===== src/rtl/cand_pkg.sv =====
// Shared state encoding and parameter limits for the gated-clock controller.
// Latency: none (types and constants only).
// Backpressure: none.
package cand_pkg;

    typedef enum logic [1:0] {
        ST_OFF   = 2'd0,
        ST_ON    = 2'd1,
        ST_SLEEP = 2'd2
    } ch_state_t;

    localparam int NCH_MIN    = 1;
    localparam int NCH_MAX    = 8;
    localparam int SYNC_MIN   = 2;
    localparam int SYNC_MAX   = 3;
    localparam int IDLE_W_MIN = 2;
    localparam int IDLE_W_MAX = 16;

endpackage


===== src/rtl/cand_gate_ch.sv =====
// One gated-clock channel: enable synchroniser, OFF/ON/SLEEP FSM, idle counter, falling-edge gate flop.
// Latency: enable sampled at edge k -> ON at k+SYNC_STAGES -> gate open at the following falling edge.
// Backpressure: none; the channel always accepts its inputs.
module cand_gate_ch
    import cand_pkg::*;
#(
    parameter int SYNC_STAGES = 2,
    parameter int IDLE_W      = 8
) (
    input  logic              clk,
    input  logic              rst_n,
    input  logic              sen,
    input  logic              auto_en,
    input  logic              act,
    input  logic [IDLE_W-1:0] idle_ld,
    output logic              gate,
    output logic              sleep
);

    logic [SYNC_STAGES-1:0] sync_q;
    logic                   sen_s;
    ch_state_t              state_q;
    ch_state_t              state_d;
    logic [IDLE_W-1:0]      cnt_q;
    logic [IDLE_W-1:0]      cnt_d;
    logic                   gate_q;

    always_ff @(posedge clk or negedge rst_n) begin
        if (!rst_n) begin
            sync_q <= '0;
        end else begin
            sync_q <= {sync_q[SYNC_STAGES-2:0], sen};
        end
    end

    assign sen_s = sync_q[SYNC_STAGES-1];

    always_ff @(posedge clk or negedge rst_n) begin
        if (!rst_n) begin
            state_q <= ST_OFF;
            cnt_q   <= '0;
        end else begin
            state_q <= state_d;
            cnt_q   <= cnt_d;
        end
    end

    // A dropped enable wins over activity and idle expiry in every state.
    always_comb begin
        state_d = state_q;
        cnt_d   = cnt_q;
        case (state_q)
            ST_OFF: begin
                if (sen_s) state_d = ST_ON;
            end
            ST_ON: begin
                if (!sen_s) begin
                    state_d = ST_OFF;
                end else if (act) begin
                    cnt_d = idle_ld;
                end else if (auto_en) begin
                    if (cnt_q == '0) state_d = ST_SLEEP;
                    else             cnt_d   = cnt_q - 1'b1;
                end
            end
            ST_SLEEP: begin
                if (!sen_s)   state_d = ST_OFF;
                else if (act) state_d = ST_ON;
            end
            default: state_d = ST_OFF;
        endcase
        if (state_q != ST_ON && state_d == ST_ON) cnt_d = idle_ld;
    end

    // Updating while the clock is low keeps every gated pulse full width.
    always_ff @(negedge clk or negedge rst_n) begin
        if (!rst_n) begin
            gate_q <= 1'b0;
        end else begin
            gate_q <= (state_q == ST_ON);
        end
    end

    assign gate  = gate_q;
    assign sleep = (state_q == ST_SLEEP);

endmodule


===== src/rtl/cand_gate_ctrl.sv =====
// NCH independent glitch-free clock gates with manual or auto-sleep control.
// Latency: SEN sampled at edge k -> first IZ high phase at edge k+SYNC_STAGES+1.
// Backpressure: none.
module cand_gate_ctrl
    import cand_pkg::*;
#(
    parameter int NCH         = 4,
    parameter int SYNC_STAGES = 2,
    parameter int IDLE_W      = 8
) (
    input  logic              CLKIN,
    input  logic              RSTN,
    input  logic [NCH-1:0]    SEN,
    input  logic [NCH-1:0]    AUTO,
    input  logic [NCH-1:0]    ACT,
    input  logic [IDLE_W-1:0] IDLE_LD,
    output logic [NCH-1:0]    IZ,
    output logic [NCH-1:0]    GSTAT,
    output logic [NCH-1:0]    SLEEP
);

    if (NCH < NCH_MIN || NCH > NCH_MAX ||
        SYNC_STAGES < SYNC_MIN || SYNC_STAGES > SYNC_MAX ||
        IDLE_W < IDLE_W_MIN || IDLE_W > IDLE_W_MAX) begin : g_param_err
        $error("cand_gate_ctrl: parameter out of range");
    end

    for (genvar i = 0; i < NCH; i++) begin : g_ch
        cand_gate_ch #(
            .SYNC_STAGES (SYNC_STAGES),
            .IDLE_W      (IDLE_W)
        ) u_ch (
            .clk     (CLKIN),
            .rst_n   (RSTN),
            .sen     (SEN[i]),
            .auto_en (AUTO[i]),
            .act     (ACT[i]),
            .idle_ld (IDLE_LD),
            .gate    (GSTAT[i]),
            .sleep   (SLEEP[i])
        );
    end

    // The AND is the only cell between CLKIN and each gated clock.
    assign IZ = GSTAT & {NCH{CLKIN}};

endmodule


===== config.mk =====
export PLATFORM = sky130hd
export DESIGN_NAME = cand_gate_ctrl
export DESIGN_NICKNAME = d
export VERILOG_FILES = /design/src/rtl/cand_pkg.sv /design/src/rtl/cand_gate_ch.sv /design/src/rtl/cand_gate_ctrl.sv
export SDC_FILE = /design/constraint.sdc
export NUM_CORES = 1
export LEC_CHECK = 0
export ABC_CLOCK_PERIOD_IN_PS = 2029
export BUFFER_PORTS_ARGS = -buffer_cell sky130_fd_sc_hd__buf_2
export CAP_MARGIN = 20
export CORE_MARGIN = 2
export CORE_UTILIZATION = 40
export CTS_CLUSTER_DIAMETER = 40
export DETAILED_ROUTE_END_ITERATION = 8
export GPL_ROUTABILITY_DRIVEN = 0
export MAX_ROUTING_LAYER = met4
export RECOVER_POWER = 100
export REMOVE_ABC_BUFFERS = 1
export SKIP_LAST_GASP = 1
export SLEW_MARGIN = 20
export SYNTH_ARGS = -nofsm -noshare
export SYNTH_HDL_FRONTEND = slang
export SYNTH_SLANG_ARGS = --single-unit

===== constraint.sdc =====
create_clock -name CLKIN -period 2.03 [get_ports CLKIN]
set_input_delay 0.406 -clock CLKIN [delete_from_list [all_inputs] [get_ports CLKIN]]
set_output_delay 0.406 -clock CLKIN [all_outputs]
set_load 0.02 [all_outputs]

Word-level counts from Yosys, hierarchy flattened:

Index checks and enable logic that the tools add are counted.

* add/subtract/negate cells: 4
* bitwise operators: 1
* reductions and logical operators: 28
* equality and inequality tests: 20
* muxes and demuxes: 56

Operators by type and width (number)
* 2-to-1 mux 8 bit: 24
* 2-to-1 mux 2 bit: 28
* logical NOT 8 bit: 4
* subtractor 8 x 1 -> 8 bit, second input constant: 4
* one-hot mux 2 bit (3 select lines): 4
* equality test 2 x 1 -> 1 bit, second input constant: 8
* AND reduction 4 bit: 4
* nonzero test 2 bit: 8
* != test 3 bit, second input constant: 4
* nonzero test 3 bit: 4
* equality test 2 bit, second input constant: 4
* logical NOT 2 bit: 4
* != test 2 x 1 -> 1 bit, second input constant: 4
* AND 4 bit: 1
* logical AND 1 bit: 4

* output and inout bits: 12
* flip-flop bits (word level): 52
* logic and storage cells: 125
* bits of input ports: 22

Longest topological paths before layout:

Gate-level depths: netlist of run 1.

* depth after elaboration: 10
* depth in mapped cells: 7
* gate-level depth less buffers: 6

Modules after synthesis:

Synthesis of run 1 repeated with hierarchy kept, for this count alone.

* cells, all modules: 310
* area, all modules: 3105.5 um^2

Modules (own cells, without submodules)
* cand_gate_ch at g_ch[0].u_ch ...: instances 3, cells an instance 76, area an instance 770.7 um^2, sequential area each 325.3 um^2
* cand_gate_ch at g_ch[3].u_ch: instances 1, cells an instance 78, area an instance 768.2 um^2, sequential area each 325.3 um^2
* cand_gate_ctrl: instances 1, cells an instance 4, area an instance 25.0 um^2, sequential area each 0.0 um^2

==> flow_summary.yaml, run 1 <==
power_and_ir_drop:
  clkPwrFrac_pct: 28.8
  intPower_mw: 2.44
  p_switching_mw: 1.42
  power_leakage_nw: 1.60
  power_density_mw_per_mm2: 1010
  swShare_pct: 36.9
  combPwrFrac_pct: 30.8
  irDropWorstVdd_v: 0.000409
  seq_power_share_pct: 40.4
final_layout:
  drive_gt1_share_pct: 26.1
  post-route-util_pct: 49.7
  design_area_mm2: 0.00384
  multiInputGateArea_mm2: 0.00175
  regArea_mm2: 0.00130
  final_cell_mix: "dfrtp_1 (48), buf_4 (31), nor2_1 (21), o211ai_1 (21), buf_2 (21)"
  diodes: 0
  finalNonFillerCells: 496
  fillerInstances: 752
  final_common_cell: "dfrtp_1"
  nets: 419
  syn_to_final_growth_pct: 20.0
run_status:
  violations: "negative setup slack"
  status: "finished, violations left"
clock_tree:
  clk_pin_slew_ns: 0.09
  insertion_delay_ns: 0.41
  cts_tree: "built"
floorplan:
  initial_utilization_pct: 41.4
  io_pins: 34
  fp-row-count: 32
  die_h_um: 93.5
  core_mm2: 0.00773
  dieArea_mm2: 0.00874
  die_x_um: 93.5
timing:
  finalHoldViolCount: 0
  maxSlewViolCount: 0
  setup_viol: 12
  worst_slack_ns: -0.463
  relSlewSlack_pct: 46.9
  tns_ns: -3.28
  worst_pin_slew_ns: 0.797
  rsz0062_at_grt: "true"
  skew_ns: 0.0178
  timing.hold.ws_ns: 0.105
global_route:
  grt_first_pass_wirelength_um: 13900
  track_usage_pct: 20.7
  met1_usage_pct: 25.9
  gr-total-overflow: 0
  antenna_found_initial: 0
  grt.met2_usage_pct: 32.3
  grt_max_degree: 19
  grt-busiest-layer: "met2"
  grt_pass1_vias: 2980
  grt_use_met3_pct: 4.27
critical_path:
  crit_slowest_cell: "dfrtn_1"
  endpoint_kind: "primary output"
  slowest_delay_ns: 0.41
  crit_fanout: 2
  cp.arrival_ns: 2.09
  crit_path_start_kind: "register"
  crit_path_cell_trace: "and2_4 > buf_6"
  path_class: "register to primary output"
  required_ns: 1.62
min_path:
  hp-class: "input port to register"
detailed_routing:
  drtIter0Drc: 139
  ant_nets: 0
  firstDrtPassIters: 4
  drc: 0
  detail_route.vias_per_cell: 5.95
  vias: 2952
  wire_per_inst_um: 16.6
  routed_wl_um: 8240
synthesis:
  seq_area_frac_synth_pct: 40.6
  ys_ff_latch: 52
  synth_edf_count: 0
  avgSynthCellArea_um2: 9.59
  ys_warn_count: 0
  synthCells: 334
  dominantRegCellSynth: "dfrtp_1"
  synthArstFlopShare_pct: 100
  ys_types: 62
  synthesis.area_mm2: 0.00320
place:
  place_hpwl_um: 5650
  post_dp_cell_area_mm2: 0.00365
  dp_cells: 483
  portBuffers: 33
flow_run:
  cap_violations: 0
-- flip-flops by register name, indices dropped and copies added, names as in the netlist --
register / cells
g_ch.u_ch.cnt_q: 32
g_ch.u_ch.gate: 4
g_ch.u_ch.state_q: 8
g_ch.u_ch.sync_q: 8
-- worst max-delay path, delay by kind of cell (launching register included) --
family | cells | cell delay, ns
and+or+nand+nor | 1 | 0.14
buffers and inverters | 1 | 0.10
DFF | 1 | 0.41
-- stage by stage --
| stage | setup slack (ns) | power [mW] |
|---|---|---|
| 6_report | -0.463 | 3.86 |
| 5_1_grt | -0.511 | 4.14 |
| 4_1_cts | -0.474 | 3.91 |
| 3_5_place_dp | -0.0313 | 2.88 |
| 3_3_place_gp | -0.0187 | 2.85 |
| 2_1_floorplan | -0.158 | 2.36 |
-- worst paths after layout --
path	from	to	slack, ns	cells past startpoint
min in group asynchronous	RSTN	g_ch[3].u_ch.sync_q[0]	0.59	2
worst max-delay path	g_ch[0].u_ch.gate	IZ[0]	-0.46	2
worst max register to register	g_ch[1].u_ch.cnt_q[0]	g_ch[1].u_ch.cnt_q[2]	0.01	7
max in group asynchronous	RSTN	g_ch[2].u_ch.gate	0.02	2
worst min-delay path	SEN[3]	g_ch[3].u_ch.sync_q[0]	0.10	1
worst min register to register	g_ch[2].u_ch.sync_q[0]	g_ch[2].u_ch.sync_q[1]	0.36	0
-- Yosys cell counts, drive strengths merged, types with 5 or more instances --
master	number	area, µm²
nand2	11	41.3
dfrtp	48	1200
or2	7	43.8
nand3	7	35.0
a21oi	19	103
o21ai	15	75.1
mux2i	12	120
o22ai	8	50.1
nor2b	8	50.1
buf	13	85.1
a22o	6	52.6
o41ai	6	71.3
nor3b	9	77.6
o211ai	21	158
nor4	5	43.8
o2bb2ai	7	61.3
inv	16	60.1
clkbuf	10	37.5
nor3	13	65.1
nor2	21	78.8
and2	5	31.3
-- metal layers --
metal | vias up | wire [µm]
met3 | 17 | 460
met4 | 0 | 197
met2 | 94 | 3980
li1 | 1397 | -
met5 | - | 0
met1 | 1444 | 3600
-- power by group through the flow --
stage	Sequential [mW]	Combinational, mW	Clock [mW]
final	1.56	1.19	1.11
after global routing	1.60	1.33	1.20
after CTS	1.55	1.20	1.16
after detailed placement	1.56	1.19	0.132
after global placement	1.56	1.16	0.132
after floorplan	1.54	0.721	0.0968
-- area by class of cell --
class,count,area share (%)
clock buffer,14,4.76
multi-input combinational,243,45.6
tap,102,3.32
timing repair buffer,67,10.6
inverter,16,1.56
sequential,52,33.9
clock inverter,2,0.261
-- what timing repair did --
action	4_1_cts	5_1_grt
hold buffers	1	0
setup buffers	0	0
pin swaps	4	0
endpoints found under the hold margin	4	0
setup endpoints to repair	13	22
resized for setup	14	7
-- logic make-up after synthesis --
family | Yosys count | share of synthesized area [%]
AND/OR/NAND/NOR | 110 | 20.6
AO/OA/AOI/OAI | 112 | 25.9
adder cells (fa/ha/maj) | 5 | 1.88
flip-flops | 52 | 40.6
multiplexers | 16 | 5.28
buffers and inverters | 39 | 5.71
No activity file was read; power rests on OpenSTA's default activity.
==> inputs of run 2 (changes only) <==
--- a/config.mk
+++ b/config.mk
@@ -5,6 +5,7 @@
 export SDC_FILE = /design/constraint.sdc
 export NUM_CORES = 1
 export LEC_CHECK = 0
+export ABC_AREA = 1
 export ABC_CLOCK_PERIOD_IN_PS = 2029
 export BUFFER_PORTS_ARGS = -buffer_cell sky130_fd_sc_hd__buf_2
 export CAP_MARGIN = 20
@@ -16,6 +17,7 @@
 export MAX_ROUTING_LAYER = met4
 export RECOVER_POWER = 100
 export REMOVE_ABC_BUFFERS = 1
+export SETUP_SLACK_MARGIN = 0.1
 export SKIP_LAST_GASP = 1
 export SLEW_MARGIN = 20
 export SYNTH_ARGS = -nofsm -noshare
==> run 2 against run 1 <==
The flow still finishes with violations (negative setup slack); count of clock-buffer cells in the layout up 2; setup slack better by 0.015 ns; final cell count up 23%; wire length down 10%; clock power about the same; global-route usage down 1.7 points; flip-flop and latch count unchanged; total power up 11%; first-iteration DRC count up 42%; sequential share of layout area up 2.2 points; via count down 0.27%; critical path type unchanged; largest power group unchanged.
==> flow_summary.yaml, run 2 <==
final_layout:
  largest_reg_flops: 32
  reg_top3: "g_ch.u_ch.cnt_q (32), g_ch.u_ch.state_q (8), g_ch.u_ch.sync_q (8)"
  nets: 534
  syn_to_final_growth_pct: 10.1
  final_common_cell: "nand2_1"
  top_register: "g_ch.u_ch.cnt_q"
  finalNonFillerCells: 611
  drive_gt1_share_pct: 13.0
  diodes: 0
  design_area_mm2: 0.00360
  final_cell_mix: "nand2_1 (196), inv_1 (54), dfrtp_1 (48)"
timing:
  setup_viol: 16
  tns_ns: -3.81
  maxSlewViolCount: 0
  rsz0062_at_grt: "true"
  skew_ns: 0.0142
  finalHoldViolCount: 0
  worst_slack_ns: -0.448
  worst_pin_slew_ns: 0.978
  relSlewSlack_pct: 34.8
clock_tree:
  cts_setup_buffers: 0
  clk_pin_slew_ns: 0.09
  cts_tree: "built"
  insertion_delay_ns: 0.43
floorplan:
  die_x_um: 94.5
  fp-row-count: 32
  die_h_um: 94.5
  io_pins: 34
  initial_utilization_pct: 41.7
  dieArea_mm2: 0.00892
  core_mm2: 0.00785
synthesis:
  ys_warn_count: 0
  yosys.area.top_type_share_pct: 36.7
  avgSynthCellArea_um2: 6.92
  synthesis.area_mm2: 0.00327
  synth.most_common_cell: "nand2_1"
  dominantRegCellSynth: "dfrtp_1"
  yosys-top-cells-count: "nand2_1 (193), inv_1 (51), dfrtp_1 (48)"
  ys_types: 26
  synth.top_cells.by_area: "dfrtp_1 (37%), nand2_1 (22%), inv_1 (5.8%), o21ai_0 (4.7%), nand3_1 (4.6%)"
  synth_top_area_cell: "dfrtp_1"
  synthCells: 473
  synth_edf_count: 0
  synthArstFlopShare_pct: 100
  seq_area_frac_synth_pct: 39.8
  ys_ff_latch: 52
power_and_ir_drop:
  power_leakage_nw: 1.96
  combPwrFrac_pct: 36.3
  power_density_mw_per_mm2: 1190
  seq_power_share_pct: 38.3
  intPower_mw: 2.45
  swShare_pct: 43.0
  p_switching_mw: 1.84
  irDropWorstVdd_v: 0.000456
  clkPwrFrac_pct: 25.4
global_route:
  grt_pass1_vias: 2805
  track_usage_pct: 19.0
  grt_max_degree: 27
  antenna_found_initial: 0
  grt_first_pass_wirelength_um: 12700
  gr-total-overflow: 0
detailed_routing:
  routed_wl_um: 7390
  drc: 0
  ant_nets: 0
  detail_route.vias_per_cell: 4.82
  vias: 2944
  drtIter0Drc: 197
  wire_per_inst_um: 12.1
  firstDrtPassIters: 4
place:
  portBuffers: 33
  dp_cells: 598
  place_hpwl_um: 5190
  post_dp_cell_area_mm2: 0.00347
critical_path:
  endpoint_kind: "primary output"
  crit_fanout: 2
  path_class: "register to primary output"
  cp.arrival_ns: 2.07
  crit_path_start_kind: "register"
  r2r-end: "g_ch[0].u_ch.cnt_q[5]"
  cp-startpoint: "g_ch[0].u_ch.gate"
  ff2ff_path_depth: 9
  rrSetupSlack_ns: 0.07
  required_ns: 1.62
  reg2reg_from: "g_ch[0].u_ch.cnt_q[0]"
min_path:
  min-delay-start: "SEN[2]"
  hold_path_depth: 1
  min_to: "g_ch[2].u_ch.sync_q[0]"
  hp-class: "input port to register"
run_status:
  status: "finished, violations left"
  violations: "negative setup slack"
flow_run:
  cap_violations: 0
## run 2: cell count changes in the layout (fill, tap and decap cells not counted), sizes merged, moves of 21 or more
| cell | delta |
|---|---|
| nor2 | +24 |
| o21ai | +29 |
| nand2 | +193 |
| buf | -27 |
| nand3 | +26 |
| o211ai | -21 |
| inv | +43 |
## run 2: how the worst max path moves through the flow
stage | end
CTS | IZ[0]
finish | IZ[0]
global route | IZ[0]
global placement | IZ[0]
floorplan | IZ[0]
detailed placement | IZ[0]
## run 2: final cells by class
class | instances | area [µm²]
inverter | 56 | 214
multi-input combinational | 346 | 1580
tap | 102 | 128
fill | 832 | 4240
clock buffer | 16 | 191
sequential | 52 | 1300
clock inverter | 4 | 15.0
timing repair buffer | 35 | 180
## run 2: per-stage QoR
stage,total power [mW],hold slack [ns],setup slack (ns),util (%)
final,4.29,0.0890,-0.448,45.9
after global routing,4.72,0.0785,-0.501,45.9
after CTS,4.38,0.0755,-0.464,46.6
after detailed placement,3.38,0.336,-0.00347,44.2
after global placement,3.35,0.332,-0.00138,44.2
after floorplan,2.94,0.110,-0.0997,-
## run 2: power by group through the flow
stage	clock, mW	combinational [mW]	sequential, mW
6_report	1.09	1.56	1.64
5_1_grt	1.18	1.85	1.69
4_1_cts	1.13	1.61	1.64
3_5_place_dp	0.123	1.60	1.66
3_3_place_gp	0.123	1.57	1.66
2_1_floorplan	0.0888	1.25	1.60
## run 2: worst max-delay path, stage by stage, from the launching register on
cell	delay, ns
dfrtn_1	0.41
nand2_1	0.05
inv_1	0.06
buf_6	0.11
## run 2: cell families (layout without fill, tap and decap cells)
family	Yosys count	in the layout	share of synthesized area (%)
AO/OA/AOI/OAI	51	51	9.98
XOR/XNOR	3	3	0.803
adder cells (fa/ha/maj)	4	4	1.53
buffers and inverters	75	111	11.0
flip-flops	52	52	39.8
AND/OR/NAND/NOR	288	288	36.9
## run 2: what timing repair did
action,CTS,global route
hold buffers,1,0
hold endpoints to repair,8,0
pin swaps,4,1
resized for setup,10,1
endpoints found under the setup margin,12,12
## run 2: routing by layer
layer / track usage, % / vias up / share of wire, %
met5: - / - / 0
met4: 7.13 / 0 / 1.9
met3: 4.63 / 11 / 4.1
met2: 29.4 / 47 / 46
met1: 24.2 / 1355 / 48
li1: - / 1531 / -
==> inputs of run 3 (changes only) <==
--- a/config.mk
+++ b/config.mk
@@ -13,10 +13,9 @@
 export CORE_UTILIZATION = 40
 export CTS_CLUSTER_DIAMETER = 40
 export DETAILED_ROUTE_END_ITERATION = 8
-export GPL_ROUTABILITY_DRIVEN = 0
+export HOLD_SLACK_MARGIN = 0.05
 export MAX_ROUTING_LAYER = met4
 export RECOVER_POWER = 100
-export REMOVE_ABC_BUFFERS = 1
 export SETUP_SLACK_MARGIN = 0.1
 export SKIP_LAST_GASP = 1
 export SLEW_MARGIN = 20
==> run 3 against run 2 <==
The flow still finishes with violations (negative setup slack); non-clock buffer count down 1; first-iteration DRC count down 37%; clock skew up 0.0037 ns; sequential share of layout area up 0.13 points; largest power group unchanged.
==> flow_summary.yaml, run 3 (synthesized netlist as in run 2, its figures left out) <==
timing:
  maxSlewViolCount: 0
  worst_pin_slew_ns: 1.25
  rsz0062_at_grt: "true"
  skew_ns: 0.0179
  setup_viol: 12
  relSlewSlack_pct: 16.6
  finalHoldViolCount: 0
  worst_slack_ns: -0.440
detailed_routing:
  drc: 0
  drtIter0Drc: 125
  routed_wl_um: 7470
  ant_nets: 0
  wire_per_inst_um: 12.2
  vias: 2973
  detail_route.vias_per_cell: 4.87
  firstDrtPassIters: 5
final_layout:
  diodes: 0
  finalNonFillerCells: 610
  post-route-util_pct: 45.8
  final_cell_mix: "nand2_1 (196), inv_1 (51), dfrtp_1 (48)"
  final_common_cell: "nand2_1"
  nets: 533
  largest_reg_flops: 32
  reg_top3: "g_ch.u_ch.cnt_q (32), g_ch.u_ch.state_q (8), g_ch.u_ch.sync_q (8)"
  drive_gt1_share_pct: 13.2
  syn_to_final_growth_pct: 9.75
  top_register: "g_ch.u_ch.cnt_q"
synthesis:
  syn_nets: 499
critical_path:
  crit_fanout: 2
  path_class: "register to primary output"
  required_ns: 1.62
  cp.arrival_ns: 2.06
  endpoint_kind: "primary output"
  crit_path_start_kind: "register"
floorplan:
  io_pins: 34
  fp-row-count: 32
  dieArea_mm2: 0.00892
  initial_utilization_pct: 41.7
  die_x_um: 94.5
  die_h_um: 94.5
  core_mm2: 0.00785
global_route:
  gr-total-overflow: 0
  grt_pass1_vias: 2743
  grt_max_degree: 23
  track_usage_pct: 18.8
  antenna_found_initial: 0
  grt_first_pass_wirelength_um: 12500
clock_tree:
  insertion_delay_ns: 0.42
  postCtsHoldBufs: 0
  clk_pin_slew_ns: 0.09
  cts_tree: "built"
place:
  dp_cells: 598
  place_hpwl_um: 5320
  place_congestion: 0.872
  portBuffers: 33
power_and_ir_drop:
  irDropWorstVdd_v: 0.000479
  power_leakage_nw: 1.94
  power_density_mw_per_mm2: 1190
run_status:
  violations: "negative setup slack"
  status: "finished, violations left"
flow_run:
  cap_violations: 0
min_path:
  hp-class: "input port to register"
-- run 3: cell count changes in the layout (fill, tap and decap cells not counted), moves of 2 or more --
cell,delta
o21ai_2,+2
clkbuf_1,+4
inv_2,+4
inv_1,-3
o21ai_0,-2
clkbuf_2,-3
-- run 3: path summary, 6_finish.rpt --
path | from | to | depth (start not counted) | slack (ns)
min in group asynchronous | RSTN | g_ch[0].u_ch.state_q[1] | 2 | 0.49
max in group asynchronous | RSTN | g_ch[1].u_ch.cnt_q[2] | 2 | 0.55
worst max-delay path | g_ch[0].u_ch.gate | IZ[0] | 3 | -0.44
worst min-delay path | SEN[2] | g_ch[2].u_ch.sync_q[0] | 1 | 0.11
worst min register to register | g_ch[2].u_ch.sync_q[0] | g_ch[2].u_ch.sync_q[1] | 0 | 0.36
worst max register to register | g_ch[0].u_ch.cnt_q[0] | g_ch[0].u_ch.cnt_q[4] | 9 | 0.15
-- run 3: critical path, stage by stage, from the launching register on --
cell	delay [ns]
dfrtn_1	0.41
nand2_1	0.06
inv_2	0.05
buf_6	0.10
-- run 3: timing repair --
action	CTS	global route
endpoints found under the setup margin	12	12
pin swaps	0	0
buffers inserted	0	0
resized for setup	10	0
-- run 3: where the power goes --
part           total [mW]  switching, mW  internal (mW)
clock network        1.08          0.531          0.546
logic                1.56          0.998          0.563
registers            1.65          0.322           1.33
-- run 3: final cells by class --
cell class                 instances  area, µm²
inverter                          56        213
fill                             823       4260
clock buffer                      16        190
tap                              102        128
multi-input combinational        346       1580
timing repair buffer              34        163
sequential                        52       1300
clock inverter                     4       15.0
-- run 3: through the flow --
stage	hold slack [ns]	power, mW	setup slack, ns	instance area, µm²	TNS [ns]
floorplan	0.110	3.01	0.0790	3270	0
global placement	0.332	3.36	-0.00715	3470	-0.00941
detailed placement	0.338	3.39	-0.0118	3470	-0.0311
CTS	0.0948	4.38	-0.448	3650	-3.29
global route	0.0763	4.74	-0.501	3590	-4.15
finish	0.105	4.29	-0.440	3590	-3.18
-- run 3: layer usage --
metal  GRT usage, %  share of wire (%)
met5              -                  0
met4           6.88                1.7
met3           5.35                4.2
met2           29.3                 46
met1           23.4                 48
